### src/rtl/mem_fifo_ctl_if.sv
// Bus between the FIFO controller, its producers/consumers and the dual-port RAM.
// The slave modport is the controller's view; master is the surrounding system.
interface mem_fifo_ctl_if #(
  parameter int ADDR_WIDTH = 8,
  parameter int DATA_WIDTH = 8
);
  logic                  clr;
  logic                  wr_en;
  logic [DATA_WIDTH-1:0] din;
  logic                  rd_en;
  logic [DATA_WIDTH-1:0] dout;
  logic                  dout_valid;
  logic                  full;
  logic                  empty;
  logic [ADDR_WIDTH:0]   count;
  logic                  overflow;
  logic                  underflow;
  logic                  mem_we;
  logic [ADDR_WIDTH-1:0] mem_waddr;
  logic [DATA_WIDTH-1:0] mem_wdata;
  logic [ADDR_WIDTH-1:0] mem_raddr;
  logic [DATA_WIDTH-1:0] mem_rdata;

  modport slave (
    input  clr, wr_en, din, rd_en, mem_rdata,
    output dout, dout_valid, full, empty, count, overflow, underflow,
           mem_we, mem_waddr, mem_wdata, mem_raddr
  );

  modport master (
    output clr, wr_en, din, rd_en, mem_rdata,
    input  dout, dout_valid, full, empty, count, overflow, underflow,
           mem_we, mem_waddr, mem_wdata, mem_raddr
  );
endinterface

### src/rtl/mem_fifo_ctl.sv
// Circular-buffer controller for a dual-port RAM with a registered read address.
// Owns pointers, occupancy, flags and the RAM address/write-enable pins.
module mem_fifo_ctl #(
  parameter int ADDR_WIDTH = 8,
  parameter int DATA_WIDTH = 8
) (
  input  logic           clk,
  input  logic           reset_n,
  mem_fifo_ctl_if.slave  bus
);
  localparam logic [ADDR_WIDTH:0] DEPTH = {1'b1, {ADDR_WIDTH{1'b0}}};

  logic [ADDR_WIDTH-1:0] wr_ptr_q, wr_ptr_d;
  logic [ADDR_WIDTH-1:0] rd_ptr_q, rd_ptr_d;
  logic [ADDR_WIDTH:0]   count_q, count_d;
  logic                  full_q, full_d;
  logic                  empty_q, empty_d;
  logic                  ovf_q, ovf_d;
  logic                  unf_q, unf_d;
  logic                  dv_q, dv_d;
  logic                  wa, ra;

  // Flags come from registered state only: no full/empty bypass.
  assign wa = bus.wr_en & ~full_q & ~bus.clr & reset_n;
  assign ra = bus.rd_en & ~empty_q & ~bus.clr;

  always_comb begin
    wr_ptr_d = wr_ptr_q;
    rd_ptr_d = rd_ptr_q;
    count_d  = count_q;
    ovf_d    = ovf_q | (bus.wr_en & full_q);
    unf_d    = unf_q | (bus.rd_en & empty_q);
    dv_d     = ra;
    if (wa) wr_ptr_d = wr_ptr_q + 1'b1;
    if (ra) rd_ptr_d = rd_ptr_q + 1'b1;
    case ({wa, ra})
      2'b10:   count_d = count_q + 1'b1;
      2'b01:   count_d = count_q - 1'b1;
      default: count_d = count_q;
    endcase
    if (bus.clr) begin
      wr_ptr_d = '0;
      rd_ptr_d = '0;
      count_d  = '0;
      ovf_d    = 1'b0;
      unf_d    = 1'b0;
      dv_d     = 1'b0;
    end
    full_d  = (count_d == DEPTH);
    empty_d = (count_d == '0);
  end

  always_ff @(posedge clk or negedge reset_n) begin
    if (!reset_n) begin
      wr_ptr_q <= '0;
      rd_ptr_q <= '0;
      count_q  <= '0;
      full_q   <= 1'b0;
      empty_q  <= 1'b1;
      ovf_q    <= 1'b0;
      unf_q    <= 1'b0;
      dv_q     <= 1'b0;
    end else begin
      wr_ptr_q <= wr_ptr_d;
      rd_ptr_q <= rd_ptr_d;
      count_q  <= count_d;
      full_q   <= full_d;
      empty_q  <= empty_d;
      ovf_q    <= ovf_d;
      unf_q    <= unf_d;
      dv_q     <= dv_d;
    end
  end

  // The RAM latches mem_raddr at the same edge that advances rd_ptr.
  assign bus.mem_we     = wa;
  assign bus.mem_waddr  = wr_ptr_q;
  assign bus.mem_wdata  = bus.din;
  assign bus.mem_raddr  = rd_ptr_q;
  assign bus.dout       = bus.mem_rdata;
  assign bus.dout_valid = dv_q;
  assign bus.full       = full_q;
  assign bus.empty      = empty_q;
  assign bus.count      = count_q;
  assign bus.overflow   = ovf_q;
  assign bus.underflow  = unf_q;
endmodule
### src/flat_wrapper.sv
// flat-port wrapper written by rule: the top's interface ports become plain ports
module mem_fifo_ctl_flat 
#(
  parameter int ADDR_WIDTH = 8,
  parameter int DATA_WIDTH = 8
)
  (clk, reset_n, bus_clr, bus_wr_en, bus_din, bus_rd_en, bus_mem_rdata, bus_dout, bus_dout_valid, bus_full, bus_empty, bus_count, bus_overflow, bus_underflow, bus_mem_we, bus_mem_waddr, bus_mem_wdata, bus_mem_raddr);
  mem_fifo_ctl_if #(.ADDR_WIDTH(ADDR_WIDTH), .DATA_WIDTH(DATA_WIDTH)) bus_i ();
  input  logic clk;
  input  logic reset_n;
  input wire logic [$bits(bus_i.clr)-1:0] bus_clr;
  input wire logic [$bits(bus_i.wr_en)-1:0] bus_wr_en;
  input wire logic [$bits(bus_i.din)-1:0] bus_din;
  input wire logic [$bits(bus_i.rd_en)-1:0] bus_rd_en;
  input wire logic [$bits(bus_i.mem_rdata)-1:0] bus_mem_rdata;
  output wire logic [$bits(bus_i.dout)-1:0] bus_dout;
  output wire logic [$bits(bus_i.dout_valid)-1:0] bus_dout_valid;
  output wire logic [$bits(bus_i.full)-1:0] bus_full;
  output wire logic [$bits(bus_i.empty)-1:0] bus_empty;
  output wire logic [$bits(bus_i.count)-1:0] bus_count;
  output wire logic [$bits(bus_i.overflow)-1:0] bus_overflow;
  output wire logic [$bits(bus_i.underflow)-1:0] bus_underflow;
  output wire logic [$bits(bus_i.mem_we)-1:0] bus_mem_we;
  output wire logic [$bits(bus_i.mem_waddr)-1:0] bus_mem_waddr;
  output wire logic [$bits(bus_i.mem_wdata)-1:0] bus_mem_wdata;
  output wire logic [$bits(bus_i.mem_raddr)-1:0] bus_mem_raddr;
  assign bus_i.clr = bus_clr;
  assign bus_i.wr_en = bus_wr_en;
  assign bus_i.din = bus_din;
  assign bus_i.rd_en = bus_rd_en;
  assign bus_i.mem_rdata = bus_mem_rdata;
  assign bus_dout = bus_i.dout;
  assign bus_dout_valid = bus_i.dout_valid;
  assign bus_full = bus_i.full;
  assign bus_empty = bus_i.empty;
  assign bus_count = bus_i.count;
  assign bus_overflow = bus_i.overflow;
  assign bus_underflow = bus_i.underflow;
  assign bus_mem_we = bus_i.mem_we;
  assign bus_mem_waddr = bus_i.mem_waddr;
  assign bus_mem_wdata = bus_i.mem_wdata;
  assign bus_mem_raddr = bus_i.mem_raddr;
  mem_fifo_ctl #(.ADDR_WIDTH(ADDR_WIDTH), .DATA_WIDTH(DATA_WIDTH)) u_core (.clk(clk), .reset_n(reset_n), .bus(bus_i));
endmodule
### config.mk
export PLATFORM = sky130hd
export DESIGN_NAME = mem_fifo_ctl_flat
export DESIGN_NICKNAME = d
export VERILOG_FILES = /design/src/rtl/mem_fifo_ctl_if.sv /design/src/rtl/mem_fifo_ctl.sv /design/src/flat_wrapper.sv
export SDC_FILE = /design/constraint.sdc
export NUM_CORES = 1
export LEC_CHECK = 0
export ABC_CLOCK_PERIOD_IN_PS = 4500
export BUFFER_PORTS_ARGS = -buffer_cell sky130_fd_sc_hd__buf_2
export CAP_MARGIN = 20
export CORE_ASPECT_RATIO = 1.75
export CORE_MARGIN = 1.5
export CORE_UTILIZATION = 51
export CTS_CLUSTER_SIZE = 24
export DETAILED_ROUTE_END_ITERATION = 16
export PLACE_DENSITY = 0.9
export SETUP_SLACK_MARGIN = 0.05
export SLEW_MARGIN = 20
export SYNTH_ARGS = -nofsm -noshare
export SYNTH_HDL_FRONTEND = slang
export SYNTH_SLANG_ARGS = --single-unit
### constraint.sdc
create_clock -name clk -period 4.5 [get_ports clk]
set_clock_uncertainty 0.15 [all_clocks]
set_input_delay 0.675 -clock clk [delete_from_list [all_inputs] [get_ports clk]]
set_output_delay 0.675 -clock clk [all_outputs]
set_load 0.01 [all_outputs]
# == Yosys cells after proc, flatten, opt, wreduce, memory -nomap -nowiden ==
# Index checks and enable logic that the tools add are counted.
# totals
ff_bits,30
output_inout_bits,47
word_cells,39
# classes
n_addsub,4
eq_ne,3
n_mux,9
bitwise,12
n_reduce_logical,3
# op_table
operator,count
$mux W8,4
$pmux W9 S2,1
$add A8 B1 Y8 const B,2
$add A9 B1 Y9 const B,1
$eq A9 B9 Y1 const B,1
$logic_not A9 Y1,1
$mux W9,1
$sub A9 B1 Y9 const B,1
$and A1 B1 Y1,7
$reduce_bool A2 Y1,2
$mux W1,3
$not A1 Y1,3
$eq A2 B1 Y1 const B,1
$eq A2 B2 Y1 const B,1
$or A1 B1 Y1,2

# == Longest topological paths before layout ==
# Gate-level depths: netlist (run 1).
# depth
depth_word,8
depth_mapped,15

# == Least setup slack after synthesis (run 1) ==
# OpenSTA, ideal clock, no wires.
# synth_path
kind,input -> register
start,input bus_clr
end,register u_core.empty_q (netlist: u_core.bus.empty)
t_arrival_ns,3.819
t_required_ns,4.261
setup_slack_ns,0.442
path_stages,14
cell_sequence,clkbuf_1 nor3_1 inv_1 ha_1 buf_6 buf_2 xor2_1 ha_1 a211o_1 a32o_1 mux2_2 o21ai_0 and3_1 nor4b_2
# synth_via
elab_chain_cells,7
elab_cells_between_ends,9
classes_between,2 x eq/ne; 2 x mux; 4 x bitwise; 1 x reduce/logical
# synth_rtl
item,line,text
from (decl),flat_wrapper.sv:11,input wire logic [$bits(bus_i.clr)-1:0] bus_clr;
$not A1 Y1 (*),mem_fifo_ctl.sv:24,assign wa = bus.wr_en & ~full_q & ~bus.clr & reset_n;
$and A1 B1 Y1 (*) (2 in a row),mem_fifo_ctl.sv:24,
named net bus_mem_we,flat_wrapper.sv:23,output wire logic [$bits(bus_i.mem_we)-1:0] bus_mem_we;
$eq A2 B1 Y1 or $eq A2 B2 Y1 (tied branches),mem_fifo_ctl.sv:36,"case ({wa, ra})"
$pmux W9 S2 (*),mem_fifo_ctl.sv:36,
$mux W9 (*),mem_fifo_ctl.sv:41,if (bus.clr) begin
$logic_not A9 Y1 (*),mem_fifo_ctl.sv:50,empty_d = (count_d == '0);
named net u_core.empty_d,mem_fifo_ctl.sv:17,"logic empty_q, empty_d;"
to (signal assigned),mem_fifo_ctl.sv:68,empty_q <= empty_d;
to (decl),mem_fifo_ctl.sv:17,
# Mark *: on every way through the listed nets, which the timed path passes. The rest lies on a longest branch.
# A chain may end at the register's enable or synchronous reset.

# == Worst setup path after layout (run 1) ==
# layout_path
start,input bus_clr
end,register u_core.empty_q (netlist: u_core.bus.empty)
# layout_via
elab_chain_cells,7
elab_cells_between_ends,9
classes_between,2 x eq/ne; 2 x mux; 4 x bitwise; 1 x reduce/logical
# layout_rtl
item,line
$not A1 Y1,"mem_fifo_ctl.sv:24, mem_fifo_ctl.sv:25"
$and A1 B1 Y1 (2 in a row),mem_fifo_ctl.sv:24
$eq A2 B1 Y1 or $eq A2 B2 Y1 (tied branches),mem_fifo_ctl.sv:36
$pmux W9 S2,mem_fifo_ctl.sv:36
$mux W9 (*),mem_fifo_ctl.sv:41
$logic_not A9 Y1 (*),mem_fifo_ctl.sv:50
named net u_core.empty_d,mem_fifo_ctl.sv:17
# Marks and branches as above.

==> results of run 1 <==
## where the power goes
group	switching [µW]	internal [µW]	leakage (µW)	total, µW
combinational	128	98.6	0.000597	227
sequential	40.9	299	0.000410	340
clock	102	123	0.0000482	225
## logic make-up after synthesis
group / after synthesis / synth area share
AO/OA/AOI/OAI: 41 / 0.135
buffers and inverters: 37 / 0.104
multiplexers: 7 / 0.0348
adder cells (fa/ha/maj): 5 / 0.0305
AND/OR/NAND/NOR: 91 / 0.261
XOR/XNOR: 16 / 0.0683
flip-flops: 30 / 0.367
## cell usage in the layout (no fill, tap or decap), types with 3 or more instances in the layout
master	n
a21oi_1	10
a31oi_1	4
and3_1	3
and3b_1	4
buf_2	35
buf_4	5
clkbuf_8	6
dfrtp_1	29
ha_1	5
inv_1	4
mux2i_1	6
nand2_1	10
nand2b_1	6
nand3_1	10
nand3b_1	6
nand4_1	8
nor2_1	21
nor2b_1	4
nor3_1	3
o211ai_1	4
o21ai_0	8
xnor2_1	5
xor2_1	11
## state kept, by name, indices dropped and copies added, names as in the netlist
register	count
u_core.bus.full	1
u_core.bus.empty	1
u_core.bus.overflow	1
u_core.bus.count	9
u_core.bus.dout_valid	1
u_core.bus.mem_raddr	8
u_core.bus.underflow	1
u_core.bus.mem_waddr	8
## stage by stage
step | instances | util
global route | 291 | 0.574
CTS | 291 | 0.574
global placement | 283 | 0.550
detailed placement | 283 | 0.550
floorplan | 227 | -
finish | 291 | 0.574
## Yosys cell counts (2+ instances only)
master | count | share of area
a211o_1 | 2 | 0.0085
a21oi_1 | 10 | 0.024
a31oi_1 | 4 | 0.012
a32o_1 | 2 | 0.0098
and3_1 | 3 | 0.0092
and3b_1 | 4 | 0.017
buf_2 | 6 | 0.015
buf_4 | 16 | 0.059
clkbuf_1 | 9 | 0.016
dfrtp_1 | 29 | 0.35
ha_1 | 5 | 0.031
inv_1 | 4 | 0.0073
mux2i_1 | 6 | 0.029
nand2_1 | 10 | 0.018
nand2b_1 | 6 | 0.018
nand3_1 | 10 | 0.024
nand3b_1 | 6 | 0.022
nand4_1 | 8 | 0.024
nand4b_1 | 2 | 0.0085
nand4bb_1 | 2 | 0.011
nor2_1 | 21 | 0.038
nor2b_1 | 4 | 0.012
nor3_1 | 3 | 0.0073
o211ai_1 | 4 | 0.015
o21ai_0 | 8 | 0.020
o31ai_1 | 2 | 0.0073
or2_2 | 2 | 0.0061
or3_1 | 2 | 0.0061
or4_1 | 2 | 0.0073
xnor2_1 | 5 | 0.021
xor2_1 | 11 | 0.047
## layer usage
metal,GRT usage,wire length [µm]
met2,0.397,2520
met5,0,0
met4,0.135,88
met1,0.238,1680
met3,0.0309,182
## area by class of cell
type | count | area [µm²] | share of cell area
clock inverter | 1 | 5.00 | 0.00225
tap | 48 | 60.1 | 0.0271
multi-input combinational | 160 | 1080 | 0.489
sequential | 30 | 752 | 0.339
timing repair buffer | 40 | 213 | 0.0958
clock buffer | 7 | 86.3 | 0.0389
inverter | 5 | 18.8 | 0.00846
## worst min path at each step
| stage | from | to | cells after the start |
|---|---|---|---|
| after global placement | u_core.bus.mem_waddr[7]$_DFFE_PN0P_ | u_core.bus.mem_waddr[7]$_DFFE_PN0P_ | 1 |
| after detailed placement | u_core.bus.mem_waddr[7]$_DFFE_PN0P_ | u_core.bus.mem_waddr[7]$_DFFE_PN0P_ | 1 |
| after CTS | reset_n | u_core.bus.dout_valid$_DFF_PN0_ | 2 |
| after global routing | reset_n | u_core.bus.mem_raddr[6]$_DFFE_PN0P_ | 2 |
| after floorplan | reset_n | u_core.bus.count[0]$_DFF_PN0_ | 0 |
| final | reset_n | u_core.bus.count[3]$_DFF_PN0_ | 2 |
==> run summary, run 1 <==
drt pass-1 iters: 4
post-route worst setup slack: 1070 ps
number of H-tree levels: 2
# fillers: 341
Placeable Area: 0.00387 mm²
total of max-cap violations: 0
cts hold-fix bufs: 0
Top Ports: 68
setup TNS: 0 ps
delay-heaviest family, CP: simple AND/OR/NAND/NOR gates
Worst R2R Setup Slack: 1250 ps
final instance area: 0.00222 mm²
buffer count from post-CTS setup fixing: 0
flops & latches, synth: 30
CTS clock-pin slew for the worst setup and hold paths: 70 ps
async set or reset register ratio after synthesis: 1.00
Detailed Place HPWL: 3150 µm
Crit path required time: 4550 ps
Final period util: 0.762
crit path to: u_core.bus.empty$_DFF_PN1_
status: completed
worst slack, placed: 795 ps
GRT Overall Usage: 0.221
syn nets: 253
final setup fails: 0
EDFF count, synth: 0
Placed Area: 0.00213 mm²
Crit path largest cell delay: 380 ps
worst-margin pin slew: 529 ps
Post-Route WL: 4480 µm
Die H: 86.9 µm
fmax: 292 MHz
PD cells: 357 mW/mm²
die width: 50.9 µm
Startpoint Class: input pin
Max-slew headroom: 0.647
worst hold slack: 287 ps
largest net degree at the start of global routing: 31
ys flop type: dfrtp_1
final hold violations: 0
Syn Inst Count: 227
reg2reg start: u_core.bus.empty$_DFF_PN1_
Iteration-0 DRC Markers: 64
final total power: 792 µW
Final #Nets: 268
P_leak: 0.00106 µW
CTS Buf Count: 5
row cnt: 30
number of vias per cell: 5.86
DRC: 0
average routed wire per standard cell: 15.4 µm
r2r endpoint: u_core.bus.empty$_DFF_PN1_
RSZ-0062 raised after global routing: false
GPL Wtd Cong: 0.883
count of final max-slew check failures: 0
CP arrival: 3480 ps
CP Launch Point: bus_clr
worst path bufs/invs: 2
global route overflow: 0
DRT antenna net count: 0
CP Cell Sequence: buf_2 -> nor3_1 -> inv_1 -> ha_1 -> xor2_1 -> ha_1 -> a211o_1 -> a32o_1 -> mux2_2 -> o21ai_0 -> and3_1 -> nor4b_2
clock root cell: clkbuf_8
Hold Path Class: input pin to async pin
ANT cells: 0
count of different cell masters after synthesis: 50
Die ar.: 0.00443 mm²
Area Growth Syn to Fin: 8.24%
slowest CP cell: ha_1
vias in the first global route: 1623
Starting Density: 0.530
Syn Std Cell Area: 0.00205 mm²
initial antenna violation count: 0
Ys Warns: 0
Reg2Reg Depth: 12
clock latency at the later pin of the worst-skew pair: 290 ps
# port buffers: 35
share of cells above drive strength 1: 0.218
CTS tree: done
sequential share of the synthesized area: 0.367
IR drop worst, VDD: 0.248 mV
Sink Count: 30
synthesized area per cell: 9.03 µm²
cts repair resizes: 0
Most common cell on crit path: ha_1
clock buffer depth: 2
global-route wire length before repair: 7480 µm
Critical Path Fanout Max: 18
Stages on worst setup path: 12
CP Capture Type: flop
crit path time final: 3430 ps
CP Class: input pin to flop
routed via count: 1705
(Power assumes the default switching activity.)
==> run 2, diff against run 1 <==
ABC_AREA = 1   (was not set)
ABC_CLOCK_PERIOD_IN_PS = 3500   (was 4500)
PLACE_DENSITY = 0.89   (was 0.9)
clock period = 3.5 ns   (was 4.5 ns; I/O delays follow)
==> run summary, run 2 <==
final hold violations: 0 (unchanged)
met2 usage: 0.430 (+0.0334)
IR drop worst, VDD: 0.359 mV (+45%)
clock root cell: clkbuf_8
EDFF count, synth: 0 (unchanged)
simple-gate area share of the yosys netlist: 0.337 (+0.0764)
Sink Count: 30 (unchanged)
global route overflow: 0 (unchanged)
Ys Warns: 0 (unchanged)
main combinational cell family by area after synthesis: simple AND/OR/NAND/NOR gates
largest net degree at the start of global routing: 31 (unchanged)
Startpoint Class: flop
CP Cell Sequence: nor2_1 -> and3_1 -> inv_1 -> ha_1 -> nand2_1 -> inv_1 -> nor2_4 -> ha_1 -> inv_1 -> nand2_2 -> xor2_1 -> nand2_1 -> a21oi_2 -> nand2_1 -> nor2_2 -> nand4_1 -> nor2_1
count of different cell masters after synthesis: 33 (-34%)
routed via count: 1938 (+14%)
multiplexer share of the synthesized area: 0 (-0.0348)
commonest non-fill, non-tap cell in the layout: nand2_1
Iteration-0 DRC Markers: 66 (+3.1%)
met1 GRT Util: 0.231 (-0.00697)
Syn Inst Count: 299 (+32%)
slowest CP cell: dfrtp_1
CP arrival: 2950 ps (-530 ps)
cts hold-fix bufs: 0 (unchanged)
Post-Synth Adder-Cell Area: 0.0299 (-0.000584)
Max-slew headroom: 0.742 (+0.0948)
Worst R2R Setup Slack: 610 ps (-640 ps)
GRT Overall Usage: 0.237 (+0.0157)
Top Ports: 68 (unchanged)
Crit path required time: 3570 ps (-980 ps)
clock buffer depth: 2 (unchanged)
crit path time final: 2890 ps
syn nets: 325 (+28%)
CTS tree: done
GPL Wtd Cong: 0.937 (+6.1%)
count of final max-slew check failures: 0 (unchanged)
M3 GR Usage: 0.0410 (+0.0100)
# port buffers: 35 (unchanged)
most frequent cells in the layout: nand2_1 (82), inv_1 (43), buf_2 (35)
CTS clock-pin slew for the worst setup and hold paths: 60 ps (about the same)
Placeable Area: 0.00390 mm² (+0.97%)
Critical Path Fanout Max: 8 (-10)
Detailed Place HPWL: 3730 µm (+18%)
Die ar.: 0.00451 mm² (+1.9%)
CP Capture Type: flop
Syn Std Cell Area: 0.00209 mm² (+2.0%)
setup TNS: 0 ps (unchanged)
sequential share of the synthesized area: 0.360 (-0.00702)
Post-Route WL: 4870 µm (+8.8%)
Final period util: 0.825
total of max-cap violations: 0 (unchanged)
final instance area: 0.00227 mm² (+2.5%)
synthesized area per cell: 6.99 µm² (-23%)
top cells by count, synth: nand2_1 (82), inv_1 (43), dfrtp_1 (29), nor2_1 (29), nand3_1 (21)
DRC: 0 (unchanged)
final setup fails: 0 (unchanged)
final total power: 1090 µW (+37%)
Hold Path Class: input pin to async pin
RSZ-0062 raised after global routing: false
ys flop type: dfrtp_1
status: completed
Crit path largest cell delay: 430 ps (+50 ps)
share of cells above drive strength 1: 0.201 (-0.0169)
max FFs per register: 9 (unchanged)
Placed Area: 0.00218 mm² (+2.6%)
number of H-tree levels: 2 (unchanged)
Die H: 87.7 µm (+0.94%)
P_leak: 0.00129 µW (+22%)
clock latency at the later pin of the worst-skew pair: 280 ps (about the same)
Starting Density: 0.536 (+0.00516)
most numerous cell in the Yosys netlist: nand2_1
drt pass-1 iters: 4 (unchanged)
ANT cells: 0 (unchanged)
Area Growth Syn to Fin: 8.80%
buffer count from post-CTS setup fixing: 0 (unchanged)
initial antenna violation count: 0 (unchanged)
vias in the first global route: 1969 (+21%)
die width: 51.4 µm (+0.91%)
CTS Buf Count: 5 (unchanged)
top-area cell type share of the netlist area: 0.347 (-0.00678)
delay-heaviest family, CP: simple AND/OR/NAND/NOR gates
global-route wire length before repair: 8110 µm (+8.5%)
number of vias per cell: 5.22 (-11%)
Synth Area in Compound Gates: 0.0898 (-0.0451)
CP Class: flop to flop
top cells by area, synth: dfrtp_1 (35%), nand2_1 (15%), inv_1 (7.7%), buf_4 (5.7%), nor2_1 (5.2%)
grt peak-use layer: met2
DRT antenna net count: 0 (unchanged)
cts repair resizes: 0 (unchanged)
Finished Layout Cells: 371 (+27%)
fmax: 346 MHz
worst path bufs/invs: 3 (+1)
fin util: 0.583 (+0.00858)
cell taking the most area after synthesis: dfrtp_1
flops & latches, synth: 30 (unchanged)
average routed wire per standard cell: 13.1 µm (-15%)
Final #Nets: 348 (+30%)
row cnt: 30 (unchanged)
PD cells: 478 mW/mm² (+34%)
worst-margin pin slew: 384 ps (-145 ps)
Synth Area in XOR/XNOR: 0.0168 (-0.0516)
async set or reset register ratio after synthesis: 1.00 (unchanged)
Placed Cells: 363 (+28%)
run 2: cell count changes after synthesis, moves of 7 or more:
cell | before | now
clkbuf_1 | 9 | 0
inv_1 | 4 | 43
nand2_1 | 10 | 82
nand3_1 | 10 | 21
nand4_1 | 8 | 1
nor2_1 | 21 | 29
xor2_1 | 11 | 3
run 2: cell type report:
type / count / area [µm²]
fill: 346 / 1630
clock inverter: 1 / 5.00
inverter: 45 / 169
timing repair buffer: 40 / 213
tap: 48 / 60.1
clock buffer: 7 / 86.3
multi-input combinational: 200 / 990
sequential: 30 / 752
run 2: kinds of logic after synthesis:
family                     count (synthesis)
and+or+nand+nor                          157
adders and majority gates                  5
DFF                                       30
AOI/OAI and AO/OA                         34
buffers and inverters                     69
xor gates and xnor gates                   4
run 2: path summary, 6_finish.rpt:
check | end | cells after the start | startpoint
min in group clk | u_core.bus.mem_raddr[7]$_DFFE_PN0P_ | 1 | u_core.bus.mem_raddr[7]$_DFFE_PN0P_
worst max-delay path | u_core.bus.full$_DFF_PN0_ | 17 | u_core.bus.full$_DFF_PN0_
max in group asynchronous | u_core.bus.empty$_DFF_PN1_ | 2 | reset_n
worst min register to register | u_core.bus.mem_raddr[7]$_DFFE_PN0P_ | 1 | u_core.bus.mem_raddr[7]$_DFFE_PN0P_
worst max register to register | u_core.bus.full$_DFF_PN0_ | 17 | u_core.bus.full$_DFF_PN0_
worst min-delay path | u_core.bus.mem_waddr[7]$_DFFE_PN0P_ | 2 | reset_n
run 2: metrics by stage:
stage | hold WS [ps] | setup WS [ps]
floorplan | 79.4 | 542
global placement | 303 | 438
detailed placement | 314 | 404
CTS | 152 | 630
global route | 186 | 291
finish | 159 | 614
run 2: report_power, final:
part	total (µW)	internal [µW]	leakage (µW)	switching, µW
Sequential	437	389	0.000406	48.1
Combinational	363	130	0.000839	232
Clock	287	158	0.0000482	129
Total	1090	677	0.00129	410
run 2: layer usage:
| metal | share of wire | vias up |
|---|---|---|
| met5 | 0 | - |
| met3 | 0.051 | 18 |
| met1 | 0.36 | 885 |
| met2 | 0.55 | 73 |
| met4 | 0.038 | 0 |
| li1 | - | 962 |
==> run 3, diff against run 2 <==
ABC_AREA = 0   (was 1)
ABC_CLOCK_PERIOD_IN_PS = 2510   (was 3500)
CORE_UTILIZATION = 46   (was 51)
PLACE_DENSITY = 0.86   (was 0.89)
clock period = 2.51 ns   (was 3.5 ns; I/O delays follow)
==> run summary, run 3 (synthesis results as in run 1) <==
Crit path largest cell delay: 540 ps (+110 ps)
count of final max-slew check failures: 0 (unchanged)
CTS tree: done
GRT Overall Usage: 0.229 (-0.00856)
final setup fails: 3 (+3)
delay-heaviest family, CP: compound AO/OA/AOI/OAI gates
Sink Count: 30 (unchanged)
clock root cell: clkbuf_8
CTS Buf Count: 5 (unchanged)
Area Growth Syn to Fin: 23.6%
DR WL met2: 2720 µm (+0.70%)
largest net degree at the start of global routing: 31 (unchanged)
slowest CP cell: dfstp_2
Hold Path Class: input pin to flop
GPL Wtd Cong: 0.771 (-18%)
Post-Route WL: 5050 µm (+3.6%)
Final period util: 1.09 (+0.260)
Die ar.: 0.00488 mm² (+8.3%)
CP arrival: 2780 ps (-170 ps)
routed via count: 1850 (-4.5%)
global-route wire length before repair: 8300 µm (+2.3%)
number of H-tree levels: 2 (unchanged)
worst hold slack: 199 ps (+40.1 ps)
Starting Density: 0.474 (-0.0613)
CP Capture Type: flop
commonest non-fill, non-tap cell in the layout: buf_2
wire length on met3: 180 µm (-27%)
status: finished, violations left
setup TNS: -451 ps (-451 ps)
# fillers: 375 (+8.4%)
Startpoint Class: flop
Crit path required time: 2570 ps (-1000 ps)
CTS clock-pin slew for the worst setup and hold paths: 70 ps (about the same)
fmax: 367 MHz (+6.0%)
Placed Area: 0.00239 mm² (+9.5%)
clock buffer depth: 2 (unchanged)
crit path time final: 2720 ps (-163 ps)
die width: 53.5 µm (+4.0%)
CP Cell Sequence: nor2b_2 -> nor2b_4 -> ha_4 -> xor2_1 -> ha_2 -> a211o_1 -> a32o_2 -> mux2_4 -> o21ai_1 -> and3_1 -> nor4b_4
clock latency at the later pin of the worst-skew pair: 290 ps (about the same)
Placeable Area: 0.00432 mm² (+11%)
Die H: 91.3 µm (+4.1%)
Iteration-0 DRC Markers: 37 (-44%)
IR drop worst, VDD: 0.407 mV (+13%)
row cnt: 32 (+6.7%)
DRT antenna net count: 0 (unchanged)
number of vias per cell: 5.69 (+9.0%)
Final #Nets: 299 (-14%)
drt pass-1 iters: 4 (unchanged)
final hold violations: 0 (unchanged)
final instance area: 0.00253 mm² (+11%)
CP Class: flop to flop
global route overflow: 0 (unchanged)
most frequent cells in the layout: buf_2 (35), buf_4 (33), dfrtp_1 (29)
violated checks: negative setup slack
worst path bufs/invs: 0 (-3)
initial antenna violation count: 0 (unchanged)
Max-slew headroom: 0.730 (-0.0119)
post-route worst setup slack: -213 ps (-827 ps)
max FFs per register: 9 (unchanged)
PD cells: 626 mW/mm² (+31%)
# port buffers: 35 (unchanged)
ANT cells: 0 (unchanged)
worst slack, placed: -311 ps (-715 ps)
average routed wire per standard cell: 15.5 µm (+18%)
RSZ-0062 raised after global routing: true
Detailed Place HPWL: 3490 µm (-6.5%)
wire length on met1: 1920 µm (+11%)
worst-margin pin slew: 405 ps (+20.9 ps)
DRC: 0 (unchanged)
P_leak: 0.00123 µW (-4.9%)
Top Ports: 68 (unchanged)
DR top layer: met4
share of cells above drive strength 1: 0.347 (+0.145)
total of max-cap violations: 0 (unchanged)
vias in the first global route: 1869 (-5.1%)
Critical Path Fanout Max: 4 (-4)
## run 3: cell type report
class / count / area, µm² / share of cell area
multi-input cells: 160 / 1150 / 0.455
flip-flops and latches: 30 / 752 / 0.297
repair buffers: 71 / 455 / 0.180
clock buffers: 7 / 86.3 / 0.0341
well taps: 51 / 63.8 / 0.0252
inverters: 5 / 18.8 / 0.00740
clock inverters: 1 / 5.00 / 0.00197
## run 3: stage by stage
step | utilization | instances | power, µW
2_1_floorplan | - | 227 | 954
3_3_place_gp | 0.553 | 315 | 1130
3_5_place_dp | 0.553 | 315 | 1140
4_1_cts | 0.581 | 324 | 1580
5_1_grt | 0.586 | 325 | 1680
6_report | 0.586 | 325 | 1590
## run 3: power by group
group	internal, µW	switching [µW]	leakage, µW	total [µW]
clock	221	192	0.0000482	413
sequential	536	70.1	0.000410	606
combinational	289	278	0.000771	566
## run 3: worst register-to-register path, stage by stage (launching register included)
cell	delay, ps
dfstp_2	540
nor2b_2	50
nor2b_4	130
ha_4	170
xor2_1	160
ha_2	220
a211o_1	260
a32o_2	240
mux2_4	250
o21ai_1	110
and3_1	180
nor4b_4	190
## run 3: worst paths after layout
path,start,to,slack (ps),cells after the start
worst max-delay path,u_core.bus.empty$_DFF_PN1_,u_core.bus.empty$_DFF_PN1_,-210,11
worst min register to register,u_core.bus.mem_waddr[7]$_DFFE_PN0P_,u_core.bus.mem_waddr[7]$_DFFE_PN0P_,330,1
worst min-delay path,bus_rd_en,u_core.bus.underflow$_DFF_PN0_,200,3
min in group asynchronous,reset_n,u_core.bus.mem_raddr[5]$_DFFE_PN0P_,530,3
max in group asynchronous,reset_n,u_core.bus.empty$_DFF_PN1_,1370,3
worst max register to register,u_core.bus.empty$_DFF_PN1_,u_core.bus.empty$_DFF_PN1_,-210,11
## run 3: what timing repair did
item | in CTS | in global routing
gates resized for setup | 5 | 3
hold endpoints to repair | 10 | 0
cloned | 0 | 0
buffers inserted | 0 | 1
pin swaps | 5 | 5
endpoints found under the setup margin | 4 | 5
hold buffers | 1 | 0
## run 3: metal layers
layer  GRT usage  vias up
li1            -      890
met1       0.239      891
met2       0.387       49
met3      0.0378       20
met4       0.165        0
met5           0        -
